`src/rtl/notif_endp_ctrl.sv`:
```
// Interrupt IN endpoint that reports UART serial-state changes to the host as
// 10-byte SERIAL_STATE notifications, split into max-packet-size IN packets.
module notif_endp_ctrl #(
  parameter int          INT_MAXPACKETSIZE = 8,
  parameter logic [3:0]  ENDP_INT          = 4'd2,
  parameter logic [7:0]  COMM_IF           = 8'd0
) (
  input  logic       clk_i,
  input  logic       rst_i,
  input  logic [3:0] endp_i,
  input  logic       in_req_i,
  input  logic       in_ready_i,
  input  logic       in_ack_i,
  output logic [7:0] in_data_o,
  output logic       in_valid_o,
  input  logic       configured_i,
  input  logic [6:0] serial_state_i,
  output logic       busy_o
);

  localparam logic [1:0] IDLE     = 2'd0;
  localparam logic [1:0] PEND     = 2'd1;
  localparam logic [1:0] SEND     = 2'd2;
  localparam logic [1:0] WAIT_ACK = 2'd3;

  localparam logic [4:0] L_MPS     = 5'(INT_MAXPACKETSIZE);
  localparam logic [4:0] L_MSG_LEN = 5'd10;

  logic [1:0] r_state;
  logic [6:0] r_last;
  logic [6:0] r_snap;
  logic [4:0] r_offset;
  logic [4:0] r_bc;

  logic [1:0] w_state_n;
  logic [6:0] w_last_n;
  logic [6:0] w_snap_n;
  logic [4:0] w_off_n;
  logic [4:0] w_bc_n;
  logic [4:0] w_remain;
  logic [4:0] w_pkt_len;
  logic [4:0] w_bc_inc;
  logic [4:0] w_off_adv;
  logic       w_ep;

  // Notification byte at message index idx; bytes not listed are zero.
  function automatic logic [7:0] f_msg(input logic [4:0] idx, input logic [6:0] snap);
    case (idx)
      5'd0:    f_msg = 8'hA1;
      5'd1:    f_msg = 8'h20;
      5'd4:    f_msg = COMM_IF;
      5'd6:    f_msg = 8'h02;
      5'd8:    f_msg = {1'b0, snap};
      default: f_msg = 8'h00;
    endcase
  endfunction

  assign w_ep      = (endp_i == ENDP_INT);
  assign w_remain  = L_MSG_LEN - r_offset;
  assign w_pkt_len = (L_MPS < w_remain) ? L_MPS : w_remain;
  assign w_bc_inc  = r_bc + 5'd1;
  assign w_off_adv = r_offset + w_pkt_len;

  // Next-state logic; the packet start index is the current message offset.
  always_comb begin
    w_state_n = r_state;
    w_last_n  = r_last;
    w_snap_n  = r_snap;
    w_off_n   = r_offset;
    w_bc_n    = r_bc;
    if (!configured_i) begin
      w_state_n = IDLE;
      w_last_n  = 7'd0;
      w_off_n   = 5'd0;
      w_bc_n    = 5'd0;
    end else begin
      case (r_state)
        IDLE: begin
          if (serial_state_i != r_last) begin
            w_snap_n  = serial_state_i;
            w_off_n   = 5'd0;
            w_bc_n    = 5'd0;
            w_state_n = PEND;
          end else begin
            w_state_n = IDLE;
          end
        end
        PEND: begin
          if (w_ep && in_req_i) begin
            w_bc_n    = 5'd0;
            w_state_n = SEND;
          end else begin
            w_state_n = PEND;
          end
        end
        SEND: begin
          if (w_ep && in_ready_i) begin
            w_bc_n = w_bc_inc;
            if ((w_bc_inc == w_pkt_len) || ((r_offset + w_bc_inc) == L_MSG_LEN)) begin
              w_state_n = WAIT_ACK;
            end else begin
              w_state_n = SEND;
            end
          end else begin
            w_state_n = SEND;
          end
        end
        WAIT_ACK: begin
          // ACK wins over a simultaneous IN token.
          if (w_ep && in_ack_i) begin
            w_off_n = w_off_adv;
            w_bc_n  = 5'd0;
            if (w_off_adv < L_MSG_LEN) begin
              w_state_n = PEND;
            end else begin
              w_last_n  = r_snap;
              w_state_n = IDLE;
            end
          end else if (w_ep && in_req_i) begin
            w_bc_n    = 5'd0;
            w_state_n = SEND;
          end else begin
            w_state_n = WAIT_ACK;
          end
        end
        default: begin
          w_state_n = IDLE;
        end
      endcase
    end
  end

  // State registers; outputs are registered from the next-state values.
  always_ff @(posedge clk_i or posedge rst_i) begin
    if (rst_i) begin
      r_state    <= IDLE;
      r_last     <= 7'd0;
      r_snap     <= 7'd0;
      r_offset   <= 5'd0;
      r_bc       <= 5'd0;
      in_valid_o <= 1'b0;
      in_data_o  <= 8'h00;
      busy_o     <= 1'b0;
    end else begin
      r_state    <= w_state_n;
      r_last     <= w_last_n;
      r_snap     <= w_snap_n;
      r_offset   <= w_off_n;
      r_bc       <= w_bc_n;
      in_valid_o <= (w_state_n == SEND);
      in_data_o  <= (w_state_n == SEND) ? f_msg(w_off_n + w_bc_n, w_snap_n) : 8'h00;
      busy_o     <= (w_state_n != IDLE);
    end
  end

endmodule

```
`config.mk`:
```
export PLATFORM = sky130hd
export DESIGN_NAME = notif_endp_ctrl
export DESIGN_NICKNAME = d
export VERILOG_FILES = /design/src/rtl/notif_endp_ctrl.sv
export SDC_FILE = /design/constraint.sdc
export NUM_CORES = 1
export LEC_CHECK = 0
export CAP_MARGIN = 25
export CELL_PAD_IN_SITES_DETAIL_PLACEMENT = 1
export CELL_PAD_IN_SITES_GLOBAL_PLACEMENT = 2
export CORE_UTILIZATION = 44
export CTS_CLUSTER_DIAMETER = 100
export DETAILED_ROUTE_END_ITERATION = 8
export DONT_BUFFER_PORTS = 1
export GPL_TIMING_DRIVEN = 0
export PLACE_DENSITY = 0.82
export SYNTH_ARGS = -nofsm -noshare
export SYNTH_HDL_FRONTEND = slang
export SYNTH_SLANG_ARGS = --single-unit
```
`constraint.sdc`:
```
create_clock -name clk_i -period 11.3 [get_ports clk_i]
set_clock_uncertainty 0.15 [all_clocks]
set_input_delay 1.695 -clock clk_i [delete_from_list [all_inputs] [get_ports clk_i]]
set_output_delay 1.695 -clock clk_i [all_outputs]
set_load 0.01 [all_outputs]
```
==> flow_metrics.tcl <==
set metrics [dict create \
    status "finished clean" \
    synthesis.nets 304 \
    dieHeight_um 78.9 \
    drive_above_1_share 0.155 \
    cts_tree "done" \
    htree_levels 2 \
    yosysTopAreaCell "dfrtp_1" \
    fin_crit_sh 0.438 \
    final_common_cell "dfrtp_1" \
    multiInputGateArea_mm2 0.00160 \
    cts_setup_buffers 0 \
    grt_max_degree 23 \
    drt_iter0_markers 90 \
    use_met3 0.0402 \
    fmax_ghz 0.202 \
    final_cells 350 \
    io_buffer_count 0 \
    synthDistinctLibCells 56 \
    grt_pass1_wl_um 11400 \
    fill_cells 670 \
    grt.overflow.total 0 \
    nNetsFinal 312 \
    synth_edf_count 0 \
    path_clk_slew_ns 0.08 \
    ys_top_cells_by_area "dfrtp_1 35%, ha_1 7.7%, xor2_1 4.4%" \
    dp_cells 342 \
    vias_per_cell 5.94 \
    hold_viol 0 \
    clk_latency_ns 0.30 \
    ant_nets 0 \
    crit_path_start_kind "input pin" \
    criticalPathCategory "input pin to register" \
    grt_pass1_vias 2226 \
    wl_per_cell_um 19.6 \
    arrival_ns 4.97 \
    synth.ff_latch_count 36 \
    ys.flop_type "dfrtp_1" \
    grtUsageMet2 0.400 \
    netlist_instances 269 \
    cts_hold_buf 0 \
    yosys_warnings 0 \
    endpoint_kind "register" \
    ys_async_sr_fraction 1.00 \
    p_per_area_mw_per_mm2 90.9 \
    fin_crit_ns 4.95 \
    syn_area_mm2 0.00260 \
    grt_usage 0.243 \
    rsz0062_at_grt "false" \
    cts_resized 0 \
    cp_max_fo 9 \
    busiest_layer "met2" \
    numCtsBuffers 5 \
    wirelength_um 6860 \
    cts_sinks 36 \
    power_mw 0.255 \
    vias 2080 \
    syn2layout_area_growth_pct 7.88 \
    die_w_um 78.9 \
    drt_first_pass_iters 4 \
    leakagePower_nw 1.21 \
    final_util 0.501 \
    coreArea_mm2 0.00561 \
    clockRootBuffer "clkbuf_8" \
    hold_class "register to register" \
    hpwl_um 5380 \
    synth_top_area_share 0.346 \
    fin_tns_setup_ns 0 \
    critPathRequiredTime_ns 11.33 \
    vdd_drop_max_mv 0.0714 \
    ios 27 \
    avgSynthCellArea_um2 9.67 \
    use_met1 0.333 \
    clk_path_buf_depth 2 \
    setup_violations 0 \
    slew_viol_final 0 \
    rows 27 \
    slew_headroom 0.402 \
    final_cell_mix "36 x dfrtp_1, 22 x nand2_1, 19 x a21oi_1" \
    antenna_found_initial 0 \
    yosysSeqAreaShare 0.346 \
    drc_errors 0 \
    fp.dieArea_mm2 0.00623 \
    start_util 0.464 \
    tightestPinTransition_ns 0.891 \
    maxCapViolCount 0 \
    regArea_um2 901 \
    antenna_cells 0 \
    gp_congestion 0.782 \
]
[worst max-delay path: stages]
cell,delay (ns)
nor4b_4,0.53
a21oi_1,0.14
o21ai_0,0.37
a221oi_2,0.19
a22oi_1,0.32
inv_1,0.10
ha_1,0.28
a21o_1,0.12
a21oi_1,0.07
xnor2_1,0.71
nand2_1,0.12
nor4_1,0.32
[metal layers]
| layer | routed length [um] | part of all wire |
|---|---|---|
| met1 | 3250 | 0.47 |
| met2 | 3340 | 0.49 |
| met3 | 211 | 0.031 |
| met4 | 59 | 0.0086 |
| met5 | 0 | 0 |
[Yosys cell counts, types with 2 or more instances]
master	n
dfrtp_1	36
nand2_1	22
a21oi_1	19
inv_1	18
ha_1	16
o21ai_0	15
nor2_1	13
xor2_1	13
nand3_1	12
xnor2_1	9
mux2_2	7
nor4_1	7
a31oi_1	5
and2_1	5
nor3_1	5
a21o_1	4
nand2b_1	4
o22ai_1	4
a22oi_1	3
buf_2	3
clkbuf_1	3
a2111oi_4	2
a21bo_2	2
a22o_2	2
fa_1	2
mux2i_1	2
nor2b_1	2
o211a_1	2
o221ai_2	2
o31ai_1	2
or2_2	2
or4_1	2
[final timing paths]
path                       cells past startpoint           end  slack, ns         from
max reg2reg                                   15  in_data_o[6]       6.80  r_offset[0]
max                                           12  in_data_o[6]       6.35    endp_i[0]
max in group asynchronous                      2     r_last[0]       9.23        rst_i
min                                            2     r_last[1]       0.38    r_snap[1]
min in group asynchronous                      1  in_data_o[7]       1.23        rst_i
min reg2reg                                    2     r_last[1]       0.38    r_snap[1]
[sequential cells by signal (all words and copies together), names as in the netlist]
name	cells
r_snap	7
busy_o	1
in_data_o	8
in_valid_o	1
r_state	2
r_last	7
r_offset	5
r_bc	5
[where the power goes]
group          switching [mW]  total, mW  internal (mW)
logic                  0.0155     0.0241        0.00866
registers             0.00259      0.136          0.133
clock network          0.0519     0.0949         0.0430
[cells by family after synthesis]
family	synth area share
AND/OR/NAND/NOR	0.183
multiplexers	0.0380
flip-flops	0.346
AO/OA/AOI/OAI	0.217
XOR/XNOR	0.0832
adder cells (fa/ha/maj)	0.0923
buffers and inverters	0.0404
[per-stage QoR]
step | cell area [um^2] | hold slack [ns] | setup WS, ns
2_1_floorplan | 2600 | 0.347 | 6.67
3_3_place_gp | 2690 | 0.364 | 6.07
3_5_place_dp | 2720 | 0.378 | 5.99
4_1_cts | 2810 | 0.389 | 6.28
5_1_grt | 2810 | 0.408 | 6.01
6_report | 2810 | 0.381 | 6.35
[final cells by class]
class                   instances  area share
plain buffers                   7      0.0134
well taps                      72      0.0321
clock inverters                 3     0.00668
multi-input cells             208       0.569
repair buffers                  1     0.00980
inverters                      18      0.0241
flip-flops and latches         36       0.321
clock buffers                   5      0.0245
No activity file was read; power rests on OpenSTA's default activity.
